**src/rtl/l2_pkg.sv**
```systemverilog
// Shared record definitions: transform modes and the width-generic {a,b} transform helper.
package l2_pkg;

    typedef enum logic [1:0] {
        PASS = 2'd0,
        SWAP = 2'd1,
        SUM  = 2'd2,
        CLR  = 2'd3
    } rec_mode_e;

    localparam int AB_DEF_W    = 8;
    localparam int AB_XF_MAX_W = 32;

    // Inputs are zero-extended to AB_XF_MAX_W; w is the real field width (<= AB_XF_MAX_W).
    // Result is {a', b'}, each in an AB_XF_MAX_W slot with only the low w bits meaningful.
    function automatic logic [2*AB_XF_MAX_W-1:0] ab_xform(
        input rec_mode_e                mode,
        input logic [AB_XF_MAX_W-1:0]   a,
        input logic [AB_XF_MAX_W-1:0]   b,
        input int unsigned              w
    );
        logic [AB_XF_MAX_W:0]   sum;
        logic [AB_XF_MAX_W:0]   sum_sh;
        logic [AB_XF_MAX_W-1:0] mask;
        logic [AB_XF_MAX_W-1:0] res_a;
        logic [AB_XF_MAX_W-1:0] res_b;
        sum    = {1'b0, a} + {1'b0, b};
        sum_sh = sum >> w;
        mask   = (w >= AB_XF_MAX_W) ? '1 : ((AB_XF_MAX_W'(1) << w) - AB_XF_MAX_W'(1));
        res_a  = '0;
        res_b  = '0;
        case (mode)
            PASS: begin res_a = a; res_b = b; end
            SWAP: begin res_a = b; res_b = a; end
            SUM: begin
                res_a = sum[AB_XF_MAX_W-1:0] & mask;
                res_b = {{(AB_XF_MAX_W-1){1'b0}}, sum_sh[0]};
            end
            default: begin res_a = '0; res_b = '0; end
        endcase
        return {res_a, res_b};
    endfunction

endpackage

```
**src/rtl/ab_fifo_mem.sv**
```systemverilog
// Record storage with one write port and a registered head-of-queue read.
// The head register loads either the incoming write data (empty-queue refill) or a stored entry.
module ab_fifo_mem #(
    parameter int DEPTH = 8,
    parameter int W     = 16
) (
    input  logic                     clk,
    input  logic                     rst,
    input  logic                     i_we,
    input  logic [$clog2(DEPTH)-1:0] i_waddr,
    input  logic [W-1:0]             i_wdata,
    input  logic                     i_ld,
    input  logic                     i_byp,
    input  logic [$clog2(DEPTH)-1:0] i_raddr,
    output logic [W-1:0]             o_rdata
);

    logic [W-1:0] r_mem [DEPTH];

    // Storage is deliberately not reset; only the visible head is cleared.
    always_ff @(posedge clk) begin
        if (i_we)
            r_mem[i_waddr] <= i_wdata;
    end

    always_ff @(posedge clk) begin
        if (rst)
            o_rdata <= '0;
        else if (i_ld)
            o_rdata <= i_byp ? i_wdata : r_mem[i_raddr];
    end

endmodule

```
**src/rtl/ab_record_fifo.sv**
```systemverilog
// FWFT record FIFO with write-time {a,b} transform; head appears the cycle after a push.
// Optional occupancy/stall statistics ports enabled by AB_FIFO_STATS_EN.
module ab_record_fifo
    import l2_pkg::*;
#(
    parameter int FIELD_W = 8,
    parameter int DEPTH   = 8
) (
    input  logic                       clk,
    input  logic                       rst,
    input  logic                       in_valid,
    output logic                       in_ready,
    input  logic [FIELD_W-1:0]         in_a,
    input  logic [FIELD_W-1:0]         in_b,
    input  logic [1:0]                 mode,
    output logic                       out_valid,
    input  logic                       out_ready,
    output logic [FIELD_W-1:0]         out_a,
    output logic [FIELD_W-1:0]         out_b,
    output logic [2*FIELD_W-1:0]       out_word,
    output logic [$clog2(DEPTH+1)-1:0] count,
    output logic                       full,
    output logic                       empty
`ifdef AB_FIFO_STATS_EN
    ,
    output logic [15:0]                stall_cnt,
    output logic [$clog2(DEPTH+1)-1:0] hwm
`endif
);

    localparam int W  = 2 * FIELD_W;
    localparam int CW = $clog2(DEPTH + 1);
    localparam int PW = $clog2(DEPTH);

    typedef struct packed {
        logic [FIELD_W-1:0] a;
        logic [FIELD_W-1:0] b;
    } rec_t;

    typedef union packed {
        rec_t         rec;
        logic [W-1:0] word;
    } rec_u;

    logic [PW-1:0]            r_wr_ptr;
    logic [PW-1:0]            r_rd_ptr;
    logic [CW-1:0]            r_count;
    logic                     r_full;
    logic                     r_empty;
    logic                     r_vld;
    logic [CW-1:0]            w_count_nxt;
    logic                     w_push;
    logic                     w_pop;
    logic                     w_byp;
    logic                     w_ld;
    logic [2*AB_XF_MAX_W-1:0] w_xf;
    logic                     w_unused_xf;
    rec_t                     w_wrec;
    logic [W-1:0]             w_rdata;
    rec_u                     w_head;

    assign in_ready = !r_full && !rst;
    assign w_push   = in_valid && in_ready;
    assign w_pop    = r_vld && out_ready;

    assign w_xf        = ab_xform(rec_mode_e'(mode), AB_XF_MAX_W'(in_a), AB_XF_MAX_W'(in_b), FIELD_W);
    assign w_wrec.a    = w_xf[AB_XF_MAX_W +: FIELD_W];
    assign w_wrec.b    = w_xf[0 +: FIELD_W];
    assign w_unused_xf = ^w_xf;

    always_comb begin
        w_count_nxt = r_count;
        case ({w_push, w_pop})
            2'b10:   w_count_nxt = r_count + CW'(1);
            2'b01:   w_count_nxt = r_count - CW'(1);
            default: w_count_nxt = r_count;
        endcase
    end

    // The pushed record becomes the head directly when nothing older will remain queued.
    assign w_byp = w_push && (r_empty || (w_pop && r_count == CW'(1)));
    assign w_ld  = w_byp || (w_pop && r_count > CW'(1));

    always_ff @(posedge clk) begin
        if (rst) begin
            r_wr_ptr <= '0;
            r_rd_ptr <= '0;
            r_count  <= '0;
            r_full   <= 1'b0;
            r_empty  <= 1'b1;
            r_vld    <= 1'b0;
        end else begin
            if (w_push)
                r_wr_ptr <= r_wr_ptr + PW'(1);
            if (w_pop)
                r_rd_ptr <= r_rd_ptr + PW'(1);
            r_count <= w_count_nxt;
            r_full  <= (w_count_nxt == CW'(DEPTH));
            r_empty <= (w_count_nxt == '0);
            r_vld   <= (w_count_nxt != '0);
        end
    end

    ab_fifo_mem #(
        .DEPTH (DEPTH),
        .W     (W)
    ) u_mem (
        .clk     (clk),
        .rst     (rst),
        .i_we    (w_push),
        .i_waddr (r_wr_ptr),
        .i_wdata (w_wrec),
        .i_ld    (w_ld),
        .i_byp   (w_byp),
        .i_raddr (r_rd_ptr + PW'(1)),
        .o_rdata (w_rdata)
    );

    assign w_head    = w_rdata;
    assign out_word  = w_head.word;
    assign out_a     = w_head.rec.a;
    assign out_b     = w_head.rec.b;
    assign out_valid = r_vld;
    assign count     = r_count;
    assign full      = r_full;
    assign empty     = r_empty;

`ifdef AB_FIFO_STATS_EN
    logic [15:0]   r_stall_cnt;
    logic [CW-1:0] r_hwm;

    always_ff @(posedge clk) begin
        if (rst) begin
            r_stall_cnt <= '0;
            r_hwm       <= '0;
        end else begin
            if (in_valid && !in_ready && r_stall_cnt != 16'hFFFF)
                r_stall_cnt <= r_stall_cnt + 16'd1;
            if (w_count_nxt > r_hwm)
                r_hwm <= w_count_nxt;
        end
    end

    assign stall_cnt = r_stall_cnt;
    assign hwm       = r_hwm;
`endif

endmodule

```
**config.mk**
```make
export PLATFORM = sky130hd
export DESIGN_NAME = ab_record_fifo
export DESIGN_NICKNAME = d
export VERILOG_FILES = /design/src/rtl/l2_pkg.sv /design/src/rtl/ab_fifo_mem.sv /design/src/rtl/ab_record_fifo.sv
export SDC_FILE = /design/constraint.sdc
export NUM_CORES = 1
export LEC_CHECK = 0
export CAP_MARGIN = 20
export CORE_ASPECT_RATIO = 0.75
export CORE_MARGIN = 5
export CORE_UTILIZATION = 55
export DETAILED_ROUTE_END_ITERATION = 6
export PLACE_DENSITY = 0.77
export SLEW_MARGIN = 20
export SYNTH_ARGS = -nofsm -noshare
export SYNTH_HDL_FRONTEND = slang
export SYNTH_SLANG_ARGS = --single-unit
```
**constraint.sdc**
```tcl
create_clock -name clk -period 3.7 [get_ports clk]
set_clock_uncertainty 0.1 [all_clocks]
set_input_delay 0.74 -clock clk [delete_from_list [all_inputs] [get_ports clk]]
set_output_delay 0.74 -clock clk [all_outputs]
set_load 0.005 [all_outputs]
```
==> out/summary.md <==
In this run the power spent charging and discharging nets is 942 µW. For the post-placement setup slack, the log shows 0.302 ns. The required time at the worst-slack endpoint was 3.90 ns. Entering global routing, the biggest net connects 34 pins. The first global-routing pass estimated 23.8 mm of wire. Type of element launching the critical path: an input pin. Registers are responsible for 47.1% of the overall power. CTS placed an instance of clkbuf_16 at the clock tree root. The flow ran to the end, and the final reports show no timing, DRC or antenna violations.

In the final layout, the share of cells above drive strength 1 is 17.6%. The worst hold path belongs to the class reg2reg. The H-tree was split into 4 levels. The top cell type by total area after synthesis was edfxtp_1.

The worst setup path is captured at a flop. Based on the critical path, the design can be clocked at up to 336 MHz. For this run, the number of standard cells in the final layout without fillers is 711. For this run, the number of Yosys warnings is 0.

Detailed routing placed a total of 1.53 mm of wire on met3. Setup repair after global routing left no endpoint under its margin. The logs give 0 for the number of violations of the max-capacitance limit and 0 for the number of antenna violations at the first check in global routing. For the pin with the worst max-slew slack, the measured transition is 0.985 ns. The floorplan step set the die width to 140 µm. The number of sinks driven by the clock tree is 157, and the insertion delay of the later-clocked pin in the worst-skew pair is 0.42 ns.

The sequential fraction of the synthesis area was 63.3%. The count of nets after finishing is 570, and the count of unique library cells instantiated by Yosys is 55. The maximum VDD drop was 363 µV. The run gives 0 as the final hold violation count.

The count of input and output buffers is 61, and the worst-case setup margin in the final layout is 0.724 ns. For this design the static power due to leakage is 2.91 nW. In this run the critical register-to-register path is captured at out_valid$_SDFF_PP0_. Most frequently used flop master after synthesis: edfxtp_1.

The tools report the hold buffer count at CTS as 0. Once detailed placement completed, the half-perimeter wirelength came to 9.69 mm. For the number of cells upsized or downsized after cts, the log shows 0.

The final sum of negative setup slack came out at 0 ns. The clock network accounts for 42.3% of the total power. The share of the synthesized area in the top cell type was 55.0%; the routed wirelength normalized by instance count was 21.3 µm. For the placed instance area, the log shows 7730 µm². The clock period minus worst slack works out to 2.98 ns. The logs give 2 for the number of buffers on the longest clock path and 5 for the first-pass iteration count of the detailed router. The arrival time of data at the critical path endpoint is 3.17 ns, and the depth of the worst register-to-register path is 9. The detailed router used layers up to and including met4. For the number of global-route vias before repair, the log shows 4,478. From synthesis to final layout, the design area changed by 19.6%.

The number of ports placed on the die boundary is 62. The post-synthesis area per instance was 15.0 µm²; the area of the core region was 12,300 µm². In the routed layout, each cell is associated on average with a via count of 6.20. Following the worst setup path forward leads to its endpoint at out_valid$_SDFF_PP0_. After technology mapping, the gate count stands at 467. The sum of routed wire segments on met1 was 5.98 mm.

The synthesized netlist occupies a cell area of 6990 µm². The routed length on met2 came out at 7.27 mm. The flop and latch count out of synthesis was 157; the clock buffer count from CTS was 17. The start-to-end type of the worst setup path was in2reg. Tracing the worst setup path back leads to its startpoint at rst. For this run, design rule violations remaining after detail routing come to 0.

The routed via count is 4,405, and the number of nets in the synthesized netlist is 505. The number of inserted diodes is 0, and the final count of negative-setup-slack endpoints is 0. The run gives 679 as the cell total after placement. The die covers 15,100 µm². Clock-pin slew was measured on the worst setup and hold paths at 0.06 ns. The area of all placed cells without fillers was 8360 µm². The filler cells instantiated in the layout total 829. The vertical extent of the die works out to 108 µm.

The floorplan has 35 rows. Of all nets on the critical path, the largest fanout is 10. The part of the power in combinational logic was 10.6%; the internal power summed over all cells was 3.30 mW.

The final-report max-slew violation count came out at 0. For this run the aggregate overflow at the end of global routing stands at 0. Sorting the synthesized cells by area gives the leading types as edfxtp_1, mux4_2, dfxtp_1. In this run the tightest slew margin relative to its limit is 33.6%. After detailed routing, the total wire length is 15.1 mm. In this run the post-CTS setup repair buffer count came out at 0.

The setup check on the worst reg-to-reg path leaves a slack of 1.17 ns. The number of nets with antenna violations after detailed routing was 0; the power per cell area was 508 nW/µm². The source of the worst register-to-register timing path was full$_SDFF_PP0_. Net switching is 22.2% of the power.

The final critical path takes up 80.4% of the cycle. The tools report the detailed router's first-iteration violation count as 453. TritonCTS built the clock tree. Routability-driven placement finished with a final weighted congestion of 0.911. After synthesis, the share of flip-flops with an asynchronous set or reset is 0%.

Yosys mapped a number of flops with a built-in enable equal to 128. The initial utilization of the core area, before any placement, comes to 56.6%. For this run, the total global-route usage over all layers was measured as 21.1%.
-- synth_stat cells, drive strengths merged (4+ instances only) --
library cell	n
edfxtp	128
mux2i	16
nor2	36
o21ai	10
a31oi	4
nand2	50
nand3	6
dfxtp	29
xor2	4
a21oi	10
mux2	5
inv	10
nor2b	4
a222oi	11
nand2b	4
mux4	32
a22oi	5
buf	31
a221oi	4
clkbuf	6
xnor2	5
ha	15
nor3	6
o22ai	5
-- sequential cells by signal, indices dropped and copies added (netlist names) --
| name | count |
|---|---|
| full | 1 |
| empty | 1 |
| out_valid | 1 |
| count | 4 |
| r_wr_ptr | 3 |
| u_mem.o_rdata | 16 |
| r_rd_ptr | 3 |
| u_mem.r_mem | 128 |
-- layout make-up --
cell class | instances | area (µm²) | area share, %
sequential | 157 | 4430 | 52.9
multi-input combinational | 262 | 2280 | 27.3
timing repair buffer | 83 | 776 | 9.28
clock buffer | 25 | 559 | 6.69
tap | 166 | 208 | 2.48
clock inverter | 7 | 67.6 | 0.808
inverter | 11 | 41.3 | 0.494
-- power by group through the flow --
stage	Sequential (mW)	Combinational [mW]	Clock, mW
final	2.00	0.451	1.79
after global routing	2.00	0.490	1.89
after CTS	2.00	0.451	1.82
after detailed placement	2.04	0.449	0
after global placement	2.03	0.431	0
after floorplan	2.03	0.299	0
-- layout by cell type, fill, tap and decap left out, types with 6 or more instances in the layout --
cell               n
a21oi_1           10
a222oi_1          11
buf_4             22
clkbuf_16         20
clkdlybuf4s50_1   61
dfxtp_1           28
edfxtp_1         128
ha_1              15
inv_1             10
mux2i_1           16
mux4_2            28
nand2_1           49
nand3_1            6
nor2_1            36
o21ai_0           10
-- per-stage QoR --
stage	utilization (%)	power, mW	hold WS, ns
2_1_floorplan	-	2.33	0.340
3_3_place_gp	62.6	2.46	0.351
3_5_place_dp	62.6	2.49	0.371
4_1_cts	67.7	4.27	0.379
5_1_grt	67.7	4.38	0.406
6_report	67.7	4.24	0.376
-- kinds of logic after synthesis --
kind of cell,after synthesis,synth area share [%]
buffers and inverters,48,4.40
AO/OA/AOI/OAI,68,7.23
AND/OR/NAND/NOR,116,7.34
XOR/XNOR,9,1.13
flip-flops,157,63.3
adder cells (fa/ha/maj),16,2.97
multiplexers,53,13.6
-- metal layers --
metal	global-route usage [%]	up-vias
li1	-	1941
met1	27.9	2172
met2	34.3	260
met3	4.00	32
met4	9.34	0
met5	0	-
-- worst max-delay path, stage by stage --
cell and delay (ns):
clkdlybuf4s50_1 0.48, nor2_1 0.07, nand2_2 0.22, inv_1 0.19, ha_1 0.49, nor2_1 0.11, mux2_2 0.27, a222oi_1 0.34
or2_2 0.20, o21ai_0 0.07
-- worst min-delay path by stage --
stage | slack (ns) | end | start | depth (start not counted)
floorplan | 0.34 | r_rd_ptr[1]$_SDFFE_PP0P_ | r_rd_ptr[1]$_SDFFE_PP0P_ | 2
global placement | 0.35 | r_rd_ptr[1]$_SDFFE_PP0P_ | r_rd_ptr[1]$_SDFFE_PP0P_ | 2
detailed placement | 0.37 | r_rd_ptr[1]$_SDFFE_PP0P_ | r_rd_ptr[1]$_SDFFE_PP0P_ | 2
CTS | 0.38 | r_rd_ptr[1]$_SDFFE_PP0P_ | r_rd_ptr[1]$_SDFFE_PP0P_ | 2
global route | 0.41 | r_rd_ptr[1]$_SDFFE_PP0P_ | r_rd_ptr[1]$_SDFFE_PP0P_ | 2
finish | 0.38 | r_rd_ptr[1]$_SDFFE_PP0P_ | r_rd_ptr[1]$_SDFFE_PP0P_ | 2
Power figures use the tool's default switching activity.
